[src/rtl/key_conditioner_pkg.sv]
// Shared definitions for the key conditioner front end.
// Holds the per-key debounce state encoding, the key count, and a small
// helper that flags multi-key patterns.
package key_conditioner_pkg;

  localparam int unsigned NUM_KEYS = 3;

  // Per-key debounce FSM states; encodings are fixed so they can be
  // probed from a waveform viewer without a lookup table.
  typedef enum logic [1:0] {
    RELEASED    = 2'd0,
    PRESS_CHK   = 2'd1,
    PRESSED     = 2'd2,
    RELEASE_CHK = 2'd3
  } key_state_e;

  // True when two or more bits of the key vector are set.
  function automatic logic multi_hot(input logic [NUM_KEYS-1:0] v);
    int unsigned n;
    n = 0;
    for (int unsigned i = 0; i < NUM_KEYS; i++) begin
      if (v[i]) n++;
    end
    return (n >= 2);
  endfunction

endpackage : key_conditioner_pkg

[src/rtl/key_conditioner_if.sv]
// Button-side bundle between the raw key inputs / arm signal and the
// conditioned pulses consumed by the door-lock FSM.
//   key_raw     : raw asynchronous buttons, bit i = button_i, 1 = pressed
//   enable      : arm input (lock start); 0 suppresses all pulses
//   key_pulse   : one-cycle pulse per accepted press
//   key_level   : debounced held level per key
//   multi_press : one-cycle flag, two or more pulse bits in the same cycle
// master = the side that drives the buttons and consumes the outputs,
// slave  = the conditioner itself.
interface key_conditioner_if;
  import key_conditioner_pkg::*;

  logic [NUM_KEYS-1:0] key_raw;
  logic                enable;
  logic [NUM_KEYS-1:0] key_pulse;
  logic [NUM_KEYS-1:0] key_level;
  logic                multi_press;

  modport master (
    output key_raw,
    output enable,
    input  key_pulse,
    input  key_level,
    input  multi_press
  );

  modport slave (
    input  key_raw,
    input  enable,
    output key_pulse,
    output key_level,
    output multi_press
  );

endinterface : key_conditioner_if

[src/rtl/key_debounce.sv]
// Single-key conditioner: two-flop synchroniser followed by a four-state
// debounce FSM with a saturating-by-construction counter.
// Ports:
//   clk        : system clock, rising edge
//   rst        : synchronous active-high reset
//   key_raw_i  : raw asynchronous button input
//   level_o    : next-cycle debounced level (high in PRESSED / RELEASE_CHK);
//                the top registers it so it lines up with the state register
//   accept_o   : high during the cycle whose closing edge takes
//                PRESS_CHK -> PRESSED (combinational)
module key_debounce
  import key_conditioner_pkg::*;
#(
  parameter int unsigned DEBOUNCE_CYCLES = 4,
  parameter int unsigned CNT_W           = 3
) (
  input  logic clk,
  input  logic rst,
  input  logic key_raw_i,
  output logic level_o,
  output logic accept_o
);

  localparam logic [CNT_W-1:0] CNT_ONE  = CNT_W'(1);
  localparam logic [CNT_W-1:0] CNT_LAST = CNT_W'(DEBOUNCE_CYCLES - 1);

  logic             sync1_q;
  logic             sync2_q;
  key_state_e       state_q;
  key_state_e       state_d;
  logic [CNT_W-1:0] cnt_q;
  logic [CNT_W-1:0] cnt_d;

  // Two-flop synchroniser; only sync2_q is used by the FSM.
  always_ff @(posedge clk) begin
    if (rst) begin
      sync1_q <= 1'b0;
      sync2_q <= 1'b0;
    end else begin
      sync1_q <= key_raw_i;
      sync2_q <= sync1_q;
    end
  end

  // State and counter registers.
  always_ff @(posedge clk) begin
    if (rst) begin
      state_q <= RELEASED;
      cnt_q   <= '0;
    end else begin
      state_q <= state_d;
      cnt_q   <= cnt_d;
    end
  end

  // Next-state logic. The exit compare against CNT_LAST happens before the
  // counter could overflow, so cnt never wraps.
  always_comb begin
    state_d  = state_q;
    cnt_d    = cnt_q;
    accept_o = 1'b0;

    unique case (state_q)
      RELEASED: begin
        if (sync2_q) begin
          state_d = PRESS_CHK;
          cnt_d   = CNT_ONE;
        end else begin
          cnt_d   = '0;
        end
      end

      PRESS_CHK: begin
        if (!sync2_q) begin
          // Glitch shorter than the debounce window: drop it.
          state_d = RELEASED;
          cnt_d   = '0;
        end else if (cnt_q == CNT_LAST) begin
          state_d  = PRESSED;
          cnt_d    = '0;
          accept_o = 1'b1;
        end else begin
          cnt_d = cnt_q + CNT_ONE;
        end
      end

      PRESSED: begin
        if (!sync2_q) begin
          state_d = RELEASE_CHK;
          cnt_d   = CNT_ONE;
        end else begin
          cnt_d   = '0;
        end
      end

      RELEASE_CHK: begin
        if (sync2_q) begin
          // Release bounce: back to held without issuing a new press.
          state_d = PRESSED;
          cnt_d   = '0;
        end else if (cnt_q == CNT_LAST) begin
          state_d = RELEASED;
          cnt_d   = '0;
        end else begin
          cnt_d = cnt_q + CNT_ONE;
        end
      end

      default: begin
        state_d = RELEASED;
        cnt_d   = '0;
      end
    endcase
  end

  // Level follows the state about to be entered, so a register on it in the
  // top tracks state_q exactly.
  always_comb begin
    level_o = (state_d == PRESSED) || (state_d == RELEASE_CHK);
  end

endmodule : key_debounce

[src/rtl/key_conditioner.sv]
// Push-button front end for the door lock: synchronises and debounces each
// raw key, emits one registered pulse per accepted press (only while armed),
// a registered held level per key, and a flag for multi-key patterns.
// Ports:
//   clk  : system clock, rising edge
//   rst  : synchronous active-high reset, overrides everything
//   bus  : key_conditioner_if.slave
//          key_raw/enable in; key_pulse/key_level/multi_press out
module key_conditioner
  import key_conditioner_pkg::*;
#(
  parameter int unsigned DEBOUNCE_CYCLES = 4,
  parameter int unsigned CNT_W           = 3
) (
  input  logic               clk,
  input  logic               rst,
  key_conditioner_if.slave   bus
);

  logic [NUM_KEYS-1:0] accept;
  logic [NUM_KEYS-1:0] level;
  logic [NUM_KEYS-1:0] key_pulse_d;
  logic [NUM_KEYS-1:0] key_pulse_q;
  logic [NUM_KEYS-1:0] key_level_q;
  logic                multi_press_d;
  logic                multi_press_q;

  // One independent debouncer per key.
  for (genvar i = 0; i < int'(NUM_KEYS); i++) begin : g_key
    key_debounce #(
      .DEBOUNCE_CYCLES (DEBOUNCE_CYCLES),
      .CNT_W           (CNT_W)
    ) u_debounce (
      .clk       (clk),
      .rst       (rst),
      .key_raw_i (bus.key_raw[i]),
      .level_o   (level[i]),
      .accept_o  (accept[i])
    );
  end

  // Presses accepted while disarmed are dropped, not deferred.
  always_comb begin
    key_pulse_d   = bus.enable ? accept : '0;
    multi_press_d = multi_hot(key_pulse_d);
  end

  // Output registers.
  always_ff @(posedge clk) begin
    if (rst) begin
      key_pulse_q   <= '0;
      key_level_q   <= '0;
      multi_press_q <= 1'b0;
    end else begin
      key_pulse_q   <= key_pulse_d;
      key_level_q   <= level;
      multi_press_q <= multi_press_d;
    end
  end

  assign bus.key_pulse   = key_pulse_q;
  assign bus.key_level   = key_level_q;
  assign bus.multi_press = multi_press_q;

endmodule : key_conditioner
[src/flat_wrapper.sv]
// flat-port wrapper written by rule: the top's interface ports become plain ports
module key_conditioner_flat import key_conditioner_pkg::*;
#(
  parameter int unsigned DEBOUNCE_CYCLES = 4,
  parameter int unsigned CNT_W           = 3
)
  (clk, rst, bus_key_raw, bus_enable, bus_key_pulse, bus_key_level, bus_multi_press);
  key_conditioner_if bus_i ();
  input  logic clk;
  input  logic rst;
  input wire logic [$bits(bus_i.key_raw)-1:0] bus_key_raw;
  input wire logic [$bits(bus_i.enable)-1:0] bus_enable;
  output wire logic [$bits(bus_i.key_pulse)-1:0] bus_key_pulse;
  output wire logic [$bits(bus_i.key_level)-1:0] bus_key_level;
  output wire logic [$bits(bus_i.multi_press)-1:0] bus_multi_press;
  assign bus_i.key_raw = bus_key_raw;
  assign bus_i.enable = bus_enable;
  assign bus_key_pulse = bus_i.key_pulse;
  assign bus_key_level = bus_i.key_level;
  assign bus_multi_press = bus_i.multi_press;
  key_conditioner #(.DEBOUNCE_CYCLES(DEBOUNCE_CYCLES), .CNT_W(CNT_W)) u_core (.clk(clk), .rst(rst), .bus(bus_i));
endmodule
[config.mk]
export PLATFORM = sky130hd
export DESIGN_NAME = key_conditioner_flat
export DESIGN_NICKNAME = d
export VERILOG_FILES = /design/src/rtl/key_conditioner_pkg.sv /design/src/rtl/key_conditioner_if.sv /design/src/rtl/key_debounce.sv /design/src/rtl/key_conditioner.sv /design/src/flat_wrapper.sv
export SDC_FILE = /design/constraint.sdc
export NUM_CORES = 1
export LEC_CHECK = 0
export BUFFER_PORTS_ARGS = -buffer_cell sky130_fd_sc_hd__buf_2
export CAP_MARGIN = 25
export CELL_PAD_IN_SITES_DETAIL_PLACEMENT = 0
export CELL_PAD_IN_SITES_GLOBAL_PLACEMENT = 1
export CORE_MARGIN = 5
export CORE_UTILIZATION = 46
export DETAILED_ROUTE_END_ITERATION = 10
export HOLD_SLACK_MARGIN = 0.1
export PLACE_DENSITY = 0.82
export SETUP_SLACK_MARGIN = 0.05
export SLEW_MARGIN = 30
export SYNTH_ARGS = -nofsm -noshare
export SYNTH_HDL_FRONTEND = slang
export SYNTH_HIERARCHICAL = 1
export SYNTH_SLANG_ARGS = --single-unit
export TNS_END_PERCENT = 5
[constraint.sdc]
create_clock -name clk -period 3.4 [get_ports clk]
set_input_delay 0.51 -clock clk [delete_from_list [all_inputs] [get_ports clk]]
set_output_delay 0.51 -clock clk [all_outputs]
set_load 0.01 [all_outputs]
# ---- Yosys cells after proc, flatten, opt, wreduce, memory -nomap -nowiden
# Index checks and enable logic that the tools add are counted.
# Widths: inputs -> output; s select.
dict set report classes {
  n_eq_ne 18
  add_sub_neg 5
  n_mux 52
  n_lt_le_gt_ge 1
  reduce_logical 6
}
# operator n
set op_table {}
lappend op_table {{$mux 32} 2}
lappend op_table {{$mux 2} 18}
lappend op_table {{$pmux 3 s4} 3}
lappend op_table {{$add 32x1->32 const B} 1}
lappend op_table {{$ge 32x2->1 const B} 1}
lappend op_table {{$mux 3} 10}
lappend op_table {{$eq 2x2->1 const B} 12}
lappend op_table {{$pmux 2 s4} 3}
lappend op_table {{$mux 1} 16}
lappend op_table {{$add 3x1->3 const B} 3}
lappend op_table {{$eq 3x2->1 const B} 3}
lappend op_table {{$eq 2x1->1 const B} 3}
lappend op_table {{$logic_not 2->1} 3}
lappend op_table {{$logic_or 1x1->1} 3}
lappend op_table {{$add 1x1->2 const B} 1}
dict set report totals {
  wordCells 97
  input_bits 6
  register_bits 28
  output_inout_bits 7
}

# ---- Depth between registers and ports, before layout
# Gate-level depths: netlist of run 1.
dict set report depth {
  ltp_word 11
  ltp_mapped 7
  mapped_depth_nobuf 7
}

# ---- Hierarchy
# Netlist of run 1, hierarchy kept.
# mod seq_area_each_um2 cells_per_inst n_inst area_each_um2
set modules_own_cells {}
lappend modules_own_cells {key_debounce 140.1 23 3 267.8}
lappend modules_own_cells {key_conditioner 140.1 21 1 252.7}

# ---- Least setup slack after synthesis of run 1
# OpenSTA, ideal clock, no wires.
dict set report synth_timing {
  path_type {reg-to-reg}
  startpoint {register u_core.g_key[1].u_debounce.cnt_q[0]}
  endpoint {register u_core.multi_press_q (netlist: u_core/bus.multi_press)}
  path_slack_ns 1.659
  required_time_ns 3.277
  t_arrival_ns 1.619
  path_buffers 0
  path_stages_with_launch 8
  period_less_slack_ns 1.741
  setup_ns 0.123
  path_cell_list {dfxtp_1 > ha_1 > and3b_4 > and3b_2 > and2_2 > ha_1 > and3b_2 > o32ai_2}
}
dict set report synth_via {
  elab_chain_cells 9
}
# item line
set synth_rtl {}
lappend synth_rtl {{from (decl)} key_debounce.sv:31} ;# logic [CNT_W-1:0] cnt_q;
lappend synth_rtl {{from (signal assigned)} key_debounce.sv:52} ;# cnt_q <= cnt_d;
lappend synth_rtl {{$eq 3x2->1 (*)} key_debounce.sv:78} ;# end else if (cnt_q == CNT_LAST) begin
lappend synth_rtl {{$mux 1 (*)} key_debounce.sv:78}
lappend synth_rtl {{$mux 1 (*)} key_debounce.sv:74} ;# if (!sync2_q) begin
lappend synth_rtl {{$mux 1 (*)} key_debounce.sv:63} ;# unique case (state_q)
lappend synth_rtl {{via u_core.accept[1]} key_conditioner.sv:20} ;# logic [NUM_KEYS-1:0] accept;
lappend synth_rtl {{$mux 3 (*)} key_conditioner.sv:44} ;# key_pulse_d = bus.enable ? accept : '0;
lappend synth_rtl {{via u_core.key_pulse_d[1]} key_conditioner.sv:22} ;# logic [NUM_KEYS-1:0] key_pulse_d;
lappend synth_rtl {{$mux 32 (*)} key_conditioner_pkg.sv:22} ;# if (v[i]) n++;
lappend synth_rtl {{$add 32x1->32} key_conditioner_pkg.sv:22}
lappend synth_rtl {{$mux 32 (*)} key_conditioner_pkg.sv:22}
lappend synth_rtl {{$ge 32x2->1 (*)} key_conditioner_pkg.sv:24} ;# return (n >= 2);
lappend synth_rtl {{to (signal assigned)} key_conditioner.sv:57} ;# multi_press_q <= multi_press_d;
lappend synth_rtl {{to (decl)} key_conditioner.sv:26} ;# logic multi_press_q;
# The timed path passes the listed nets; every way through them passes the cells marked *.
# A chain may end at the register's enable or synchronous reset.

# ---- Worst setup path after layout of run 1
# Ends and elaborated chain as after synthesis.

==> flow_metrics.env, run 1 <==
export IMPL_yosys_top_cells_area="dfxtp_1 53%, and3b_2 5.7%, nor2b_1 5.3%, ha_1 4.7%, nor3_1 4.3%"
export IMPL_worst_pin_slew_ns=0.4870
export IMPL_grt_pass1_wl_um=2711
export IMPL_clkTransAtPathRegs_ns=0.14
export IMPL_finalSetupViolCount=0
export IMPL_netlist_cell_type_count=17
export IMPL_synth_top_area_share_pct=53.08
export IMPL_syn_area_per_cell_um2=11.73
export IMPL_ys_ff_latch=28
export IMPL_syn_nets=100
export IMPL_cp_arrival_ns=2.04
export IMPL_layout_common_cells="28 x dfxtp_1, 12 x buf_2, 9 x nor2b_1, 9 x nor3_1, 7 x nand2b_1"
export IMPL_timing_slew_headroom_pct=67.54
export IMPL_status="finished clean"
export IMPL_htree_levels=1
export IMPL_whs_ns=0.3811
export IMPL_synthCells=90
export IMPL_finalPower_mw=0.5627
export IMPL_r2r_cells=7
export IMPL_num_io_pins=13
export IMPL_crit_path_end_kind="register"
export IMPL_place_gp_congestion=0.6358
export IMPL_wl_per_cell_um=10.53
export IMPL_seq_area_frac_synth_pct=53.08
export IMPL_drt_first_pass_iters=4
export IMPL_syn_to_final_growth_pct=13.98
export IMPL_rsz0062_at_grt="false"
export IMPL_io_buffers=12
export IMPL_p_leak_nw=0.4890
export IMPL_die_y_um=57.92
export IMPL_grt_util_all_layers_pct=10.51
export IMPL_synth_top_cell_by_area="dfxtp_1"
export IMPL_antenna_found_initial=0
export IMPL_num_antenna_cells=0
export IMPL_cts_setup_buffers=0
export IMPL_cts_hold_buf=0
export IMPL_drt_vias_per_instance=4.903
export IMPL_dpl_hpwl_um=1037
export IMPL_core_area_um2=2212
export IMPL_fin_crit_ns=1.837
export IMPL_cp_max_fo=4
export IMPL_power_density_nw_per_um2=467.5
export IMPL_synth_cell_area_um2=1056
export IMPL_cts_root_buf="clkbuf_4"
export IMPL_grt_pass1_vias=651
export IMPL_cts_buffers=3
export IMPL_fin_nets=117
export IMPL_die_w_um=57.92
export IMPL_place_ws_ns=1.576
export IMPL_peakVddDrop_mv=0.3787
export IMPL_drt_iter0_drc=5
export IMPL_slew_viol_final=0
export IMPL_max_freq_ghz=0.5445
export IMPL_cap_violations=0
export IMPL_ant_nets=0
export IMPL_cts_sinks=28
export IMPL_via_count=657
export IMPL_cts_path_max_buffers=2
export IMPL_ys_warn_count=6
export IMPL_start_kind="register"
export IMPL_finalHoldViolCount=0
export IMPL_cts_repair_resized=0
export IMPL_drive_gt1_share_pct=30.19
export IMPL_drcViolationCount=0
export IMPL_min_path_cells=2
export IMPL_worst_setup_path_type="reg -> reg"
export IMPL_hold_class="in -> reg"
export IMPL_finalCritPeriodShare_pct=54.02
export IMPL_cts_tree="done"
export IMPL_die_area_um2=3354
export IMPL_setup_ws_ns=1.563
export IMPL_finalSetupTns_ns=0
export IMPL_finalWirelength_um=1411
export IMPL_required_ns=3.60
export IMPL_grt_overflow_total=0
export IMPL_num_rows=17
export IMPL_grt_max_degree=33
export IMPL_clock_skew_ns=0.008297
export IMPL_clk_latency_ns=0.32
export IMPL_layout_commonest_cell="dfxtp_1"
export IMPL_start_util_pct=47.74
-- sequential cells by signal (all words and copies together), names as in the netlist --
name / flops
u_core/g_key.u_debounce/cnt_q: 9
u_core/g_key.u_debounce/state_q: 6
u_core/bus.key_level: 3
u_core/bus.key_pulse: 3
u_core/g_key.u_debounce/sync1_q: 3
u_core/g_key.u_debounce/sync2_q: 3
u_core/bus.multi_press: 1
-- layout make-up --
class	instances	area, µm²
clock inverter	1	30.03
tap	28	35.03
clock buffer	3	22.52
timing repair buffer	12	60.06
fill	211	1008
multi-input combinational	62	495.5
sequential	28	560.5
-- power breakdown --
| part | internal, mW | switching, mW |
|---|---|---|
| Clock | 0.119 | 0.0909 |
| Combinational | 0.00711 | 0.00882 |
| Sequential | 0.333 | 0.00331 |
| Total | 0.460 | 0.103 |
-- stage by stage --
step	utilization (%)	instance area, µm²	std cells
6_report	54.41	1204	134
3_5_place_dp	52.04	1151	130
5_1_grt	54.41	1204	134
4_1_cts	54.41	1204	134
3_3_place_gp	52.04	1151	130
2_1_floorplan	-	1056	90
-- routing by layer --
layer	global-route usage (%)	part of all wire, %	vias up	wire length, µm
li1	-	-	343	-
met1	12.91	51	295	725
met2	16.13	39	17	557
met3	4.677	7.8	2	110
met4	3.974	1.3	0	19
met5	0	0	-	0
-- kinds of logic (layout without fill, tap and decap cells) --
group | Yosys count | in the layout | share of synthesized area, %
buffers and inverters | 0 | 16 | 0
flip-flops | 28 | 28 | 53.08
multiplexers | 6 | 6 | 7.109
adder cells (fa/ha/maj) | 4 | 4 | 4.740
AND/OR/NAND/NOR | 45 | 45 | 28.91
XOR/XNOR | 3 | 3 | 2.489
AO/OA/AOI/OAI | 4 | 4 | 3.673
-- cell usage after synthesis --
cell	n
dfxtp_1	28
nor2b_1	9
nor3_1	9
nand2b_1	7
and3b_2	6
ha_1	4
a211oi_1	3
and3b_4	3
mux2_4	3
mux2i_1	3
nand2_1	3
nand3b_1	3
xnor2_1	3
and2_2	2
nor2_1	2
nand2_2	1
o32ai_2	1
-- final timing paths --
check                                                         start                            endpoint  slack (ns)
worst min-delay path                                 bus_key_raw[1]  u_core/g_key[1].u_debounce/sync1_q        0.38
worst max register to register  u_core/g_key[1].u_debounce/cnt_q[0]              u_core/bus.multi_press        1.56
worst max-delay path            u_core/g_key[1].u_debounce/cnt_q[0]              u_core/bus.multi_press        1.56
worst min register to register   u_core/g_key[1].u_debounce/sync1_q  u_core/g_key[1].u_debounce/sync2_q        0.46
-- critical path, cell delays in order, from the launching register on --
cell and delay (ns):
dfxtp_1 0.34, ha_1 0.20, and3b_4 0.20, and3b_2 0.22
and2_2 0.19, ha_1 0.28, and3b_2 0.23, o32ai_2 0.06
Note: power is estimated with default switching activity, not from simulation.
==> inputs of run 2 (changes only) <==
- CORE_UTILIZATION: 46 -> 44
- PLACE_DENSITY: 0.82 -> 0.79
- clock period: 3.4 -> 1.7 ns (I/O delays scaled with it)
==> run 2 against run 1 <==
  * Sequential share of layout area decreased by 2.6 points
  * Non-clock buffer count rose by 7
  * Worst setup slack worse by 1.5 ns
  * Utilization grew 2.5 points
  * Routed wire length rose by 14%
  * Sequential cell count stayed put
  * Fmax up 11%
  * Cell area rose by 6.7%
  * Register-to-register slack worse by 1.5 ns
  * Count of clock-buffer cells in the layout up 1
  * Global-route usage fell by 0.087 points
  * Combinational power is 120% higher
  * Largest cell class unchanged
==> flow_metrics.env, run 2 (synthesis gave the netlist of run 1 again) <==
export IMPL_finalSetupTns_ns=0
export IMPL_finalPower_mw=1.015
export IMPL_top_regs="u_core/g_key.u_debounce/cnt_q (9), u_core/g_key.u_debounce/state_q (6)"
export IMPL_num_rows=17
export IMPL_seq_area_um2=564.3
export IMPL_dpl_hpwl_um=1087
export IMPL_worst_setup_path_type="reg -> reg"
export IMPL_finalCritPeriodShare_pct=97.52
export IMPL_die_y_um=58.99
export IMPL_drive_gt1_share_pct=39.82
export IMPL_drt_first_pass_iters=4
export IMPL_die_area_um2=3480
export IMPL_grt_overflow_total=0
export IMPL_finalSetupViolCount=0
export IMPL_drt_iter0_drc=8
export IMPL_num_io_pins=13
export IMPL_crit_path_max_incr_delay_ns=0.36
export IMPL_wl_per_cell_um=11.40
export IMPL_layout_commonest_cell="dfxtp_1"
export IMPL_cp_arrival_ns=1.85
export IMPL_power_density_nw_per_um2=790.7
export IMPL_cts_sinks=28
export IMPL_grt_max_degree=33
export IMPL_finalWirelength_um=1608
export IMPL_start_util_pct=46.84
export IMPL_nFillCells=213
export IMPL_layout_common_cells="25 x dfxtp_1, 12 x buf_2, 9 x nor2b_1, 9 x nor3_1"
export IMPL_slew_viol_final=0
export IMPL_die_w_um=58.99
export IMPL_p_leak_nw=0.5126
export IMPL_grt_pass1_vias=634
export IMPL_final_instance_count_excl_fill=141
export IMPL_cts_tree="done"
export IMPL_rsz0062_at_grt="true"
export IMPL_cts_buffers=3
export IMPL_fin_crit_ns=1.658
export IMPL_cp_max_fo=2
export IMPL_multi_input_area_um2=535.5
export IMPL_drcViolationCount=0
export IMPL_path_buf_inv=0
export IMPL_num_antenna_cells=0
export IMPL_crit_chain="ha_4 -> and3b_4 -> and3b_2 -> and2_4 -> ha_4 -> and3b_2 -> o32ai_2"
export IMPL_finalInstanceArea_um2=1284
export IMPL_htree_levels=1
export IMPL_max_flop_register="u_core/g_key.u_debounce/cnt_q"
export IMPL_hold_class="in -> reg"
export IMPL_peakVddDrop_mv=0.6271
export IMPL_io_buffers=12
export IMPL_max_freq_ghz=0.6032
export IMPL_grt_util_all_layers_pct=10.42
export IMPL_critPathTopFamily="simple AND/OR/NAND/NOR gates"
export IMPL_fin_nets=124
export IMPL_core_area_um2=2255
export IMPL_cts_path_max_buffers=2
export IMPL_cap_violations=0
export IMPL_drt_vias_per_instance=4.972
export IMPL_grt_pass1_wl_um=2711
export IMPL_largest_reg_flops=9
export IMPL_via_count=701
export IMPL_ant_nets=0
export IMPL_place_inst=133
export IMPL_cts_root_buf="clkbuf_4"
export IMPL_clock_skew_ns=0.005191
export IMPL_required_ns=1.90
export IMPL_status="finished clean"
export IMPL_syn_to_final_growth_pct=21.56
export IMPL_timing_slew_headroom_pct=67.57
export IMPL_clkTransAtPathRegs_ns=0.14
export IMPL_clk_latency_ns=0.31
export IMPL_start_kind="register"
export IMPL_crit_slowest_cell="dfxtp_2"
export IMPL_antenna_found_initial=0
export IMPL_dpl_cell_area_um2=1181
export IMPL_crit_path_end_kind="register"
export IMPL_finalHoldViolCount=0
export IMPL_place_gp_congestion=0.6290
export IMPL_worst_pin_slew_ns=0.4864
## run 2: final timing paths
kind | to | depth (start not counted) | slack [ns] | from
max reg2reg | u_core/bus.multi_press | 7 | 0.04 | u_core/g_key[1].u_debounce/cnt_q[0]
max | u_core/bus.multi_press | 7 | 0.04 | u_core/g_key[1].u_debounce/cnt_q[0]
min reg2reg | u_core/g_key[2].u_debounce/sync2_q | 1 | 0.46 | u_core/g_key[2].u_debounce/sync1_q
min | u_core/g_key[1].u_debounce/sync1_q | 2 | 0.14 | bus_key_raw[1]
## run 2: area by class of cell
cell class / count / share of cell area (%)
sequential: 28 / 43.96
tap: 28 / 2.729
multi-input combinational: 62 / 41.72
clock buffer: 4 / 2.827
timing repair buffer: 19 / 8.772
## run 2: layer usage
| metal | wire length (µm) | global-route usage [%] | vias to the layer above |
|---|---|---|---|
| met2 | 734 | 15.46 | 12 |
| met4 | 45 | 9.061 | 0 |
| met5 | 0 | 0 | - |
| met3 | 84 | 2.179 | 4 |
| met1 | 744 | 12.63 | 326 |
| li1 | - | - | 359 |
## run 2: timing repair
action / CTS / global route
gates resized for setup: 5 / 1
hold endpoints to repair: 0 / 0
endpoints found under the setup margin: 1 / 1
pin swaps: 1 / 0
hold buffers: 0 / 0
buffers inserted: 2 / 2
## run 2: per-stage QoR
step / setup WS, ns / utilization (%) / hold slack [ns]
after detailed placement: -0.01640 / 52.39 / 0.4295
final: 0.04216 / 56.94 / 0.1418
after floorplan: 0.05900 / - / 0.3266
after CTS: 0.04450 / 55.83 / 0.1223
after global placement: 0.02794 / 52.39 / 0.4254
after global routing: 0.01273 / 56.94 / 0.1156
## run 2: where the power goes
part / internal [mW] / total (mW) / switching (mW)
Combinational: 0.0161 / 0.0346 / 0.0186
Clock: 0.131 / 0.306 / 0.176
Sequential: 0.667 / 0.674 / 0.00711
Total: 0.814 / 1.02 / 0.201
==> inputs of run 3 (changes only) <==
- CORE_ASPECT_RATIO: unset -> 0.7
- CORE_UTILIZATION: 44 -> 42
- PLACE_DENSITY: 0.79 -> 0.78
- SYNTH_HIERARCHICAL: 1 -> unset
- clock period: 1.7 -> 1.9 ns (I/O delays scaled with it)
==> run 3 against run 2 <==
  * Routed wire length down 6.0%
  * Worst setup slack better by 0.12 ns
  * Sequential power down 17%
  * Synthesized cell count down 2.2%
  * Total power down 16%
  * Clock skew up 0.00053 ns
  * Largest power group unchanged
==> flow_metrics.env, run 3 <==
export IMPL_start_util_pct=43.96
export IMPL_cts_setup_buffers=0
export IMPL_via_count=608
export IMPL_finalHoldViolCount=0
export IMPL_timing_slew_headroom_pct=78.09
export IMPL_place_inst=131
export IMPL_required_ns=2.10
export IMPL_drt_vias_per_instance=4.504
export IMPL_clkTransAtPathRegs_ns=0.13
export IMPL_layout_commonest_cell="dfxtp_1"
export IMPL_dpl_hpwl_um=1097
export IMPL_final_instance_count_excl_fill=135
export IMPL_place_gp_congestion=0.7241
export IMPL_die_area_um2=3320
export IMPL_max_flop_register="u_core.g_key.u_debounce.cnt_q"
export IMPL_ys_warn_count=0
export IMPL_crit_path_end_kind="register"
export IMPL_status="finished clean"
export IMPL_rsz0062_at_grt="false"
export IMPL_ys_ff_latch=26
export IMPL_seq_area_frac_synth_pct=54.95
export IMPL_finalCritPeriodShare_pct=91.50
export IMPL_start_kind="register"
export IMPL_layout_common_cells="24 x dfxtp_1, 12 x buf_2, 10 x nor2_1"
export IMPL_power_density_nw_per_um2=752.7
export IMPL_path_buf_inv=0
export IMPL_cap_violations=0
export IMPL_cts_sinks=26
export IMPL_antenna_found_initial=0
export IMPL_setup_ws_ns=0.1615
export IMPL_nFillCells=222
export IMPL_finalPower_mw=0.8476
export IMPL_synth_top_cell_by_area="dfxtp_1"
export IMPL_clock_skew_ns=0.005721
export IMPL_core_area_um2=2155
export IMPL_die_y_um=49.73
export IMPL_drcViolationCount=0
export IMPL_synthCells=88
export IMPL_cts_root_buf="clkbuf_4"
export IMPL_grt_overflow_total=0
export IMPL_netlist_cell_type_count=21
export IMPL_die_w_um=66.76
export IMPL_largest_reg_flops=9
export IMPL_grt_pass1_wl_um=2484
export IMPL_worst_setup_path_type="reg -> reg"
export IMPL_finalWirelength_um=1511
export IMPL_clk_latency_ns=0.31
export IMPL_cp_arrival_ns=1.94
export IMPL_crit_slowest_cell="or3_4"
export IMPL_cts_buffers=3
export IMPL_crit_chain="ha_2 -> nand3b_1 -> or3_4 -> ha_4 -> nor4_4 -> o32ai_1"
export IMPL_ys_flop_type="dfxtp_1"
export IMPL_place_ws_ns=-0.04675
export IMPL_grt_max_degree=22
export IMPL_top_regs="u_core.g_key.u_debounce.cnt_q (9), u_core.g_key.u_debounce.state_q (5)"
export IMPL_finalSetupViolCount=0
export IMPL_max_freq_ghz=0.5752
export IMPL_hold_class="in -> reg"
export IMPL_p_leak_nw=0.5424
export IMPL_seq_area_um2=523.0
export IMPL_num_antenna_cells=0
export IMPL_synth_most_common_cell="dfxtp_1"
export IMPL_worst_pin_slew_ns=0.3286
export IMPL_wl_per_cell_um=11.19
export IMPL_finalSetupTns_ns=0
export IMPL_num_io_pins=13
export IMPL_synth_top_area_share_pct=54.95
export IMPL_drt_first_pass_iters=4
export IMPL_crit_path_max_incr_delay_ns=0.42
export IMPL_synth_edff_count=0
export IMPL_critPathTopFamily="simple AND/OR/NAND/NOR gates"
export IMPL_fin_crit_ns=1.739
export IMPL_fin_nets=115
export IMPL_synth_commonest_cells="26 x dfxtp_1, 10 x nor2_1, 6 x nor2b_1"
export IMPL_syn_nets=99
export IMPL_cts_tree="done"
export IMPL_slew_viol_final=0
export IMPL_synth_async_reset_ratio_pct=0
export IMPL_multi_input_area_um2=425.4
export IMPL_syn_to_final_growth_pct=18.89
export IMPL_grt_pass1_vias=565
export IMPL_peakVddDrop_mv=0.6301
export IMPL_num_rows=14
export IMPL_drive_gt1_share_pct=27.18
export IMPL_cts_path_max_buffers=2
export IMPL_drt_iter0_drc=16
export IMPL_synth_cell_area_um2=947.2
export IMPL_htree_levels=1
export IMPL_io_buffers=12
export IMPL_cp_max_fo=3
export IMPL_grt_util_all_layers_pct=9.953
export IMPL_syn_area_per_cell_um2=10.76
export IMPL_ant_nets=0
export IMPL_yosys_top_cells_area="dfxtp_1 55%, ha_1 6.6%, nand3b_1 4.0%, nor2_1 4.0%, nor2b_1 4.0%"
-- run 3: report_power, final --
group | switching (mW) | internal (mW) | total (mW) | leakage [nW]
Sequential | 0.00542 | 0.555 | 0.560 | 0.212
Combinational | 0.0122 | 0.0122 | 0.0244 | 0.309
Clock | 0.146 | 0.117 | 0.263 | 0.0210
Total | 0.164 | 0.684 | 0.848 | 0.542
-- run 3: repair_timing --
item                       4_1_cts  5_1_grt
pin swaps                        1        2
cloned                           0        0
hold buffers                     0        0
gates resized for setup          2        6
setup endpoints to repair        1        1
-- run 3: per-layer routing --
metal	track usage, %	vias up	wire, µm
li1	-	317	-
met1	12.92	277	767
met2	14.97	12	641
met3	4.773	2	89
met4	2.027	0	13
met5	0	-	0
-- run 3: path summary, 6_finish.rpt --
| path | from | cells past startpoint | slack [ns] | end |
|---|---|---|---|---|
| worst max-delay path | u_core.g_key[1].u_debounce.cnt_q[0] | 6 | 0.16 | u_core.bus.multi_press |
| worst min-delay path | bus_key_raw[0] | 2 | 0.18 | u_core.g_key[0].u_debounce.sync1_q |
| worst max register to register | u_core.g_key[1].u_debounce.cnt_q[0] | 6 | 0.16 | u_core.bus.multi_press |
| worst min register to register | u_core.g_key[0].u_debounce.cnt_q[0] | 1 | 0.45 | u_core.g_key[0].u_debounce.cnt_q[0] |
-- run 3: area by class of cell --
| class | count | area share [%] |
|---|---|---|
| Tap cell | 32 | 3.556 |
| Clock buffer | 4 | 3.222 |
| Timing Repair Buffer | 15 | 7.333 |
| Sequential cell | 26 | 46.44 |
| Multi-Input combinational cell | 53 | 37.78 |
| Inverter | 5 | 1.667 |
-- run 3: kinds of logic after synthesis --
group	Yosys count	share of synthesized area (%)
DFF	26	54.95
and+or+nand+nor	36	23.78
muxes	3	3.171
adders and majority gates	5	6.605
AOI/OAI and AO/OA	6	4.359
xor gates and xnor gates	3	2.775
buffers and inverters	9	4.359
-- run 3: through the flow --
step	utilization, %	hold slack [ns]	cell area [µm²]
finish	52.26	0.1783	1126
global placement	48.61	0.4204	1047
floorplan	-	0.4132	947.2
detailed placement	48.61	0.4279	1047
CTS	50.81	0.1650	1095
global route	52.26	0.1654	1126
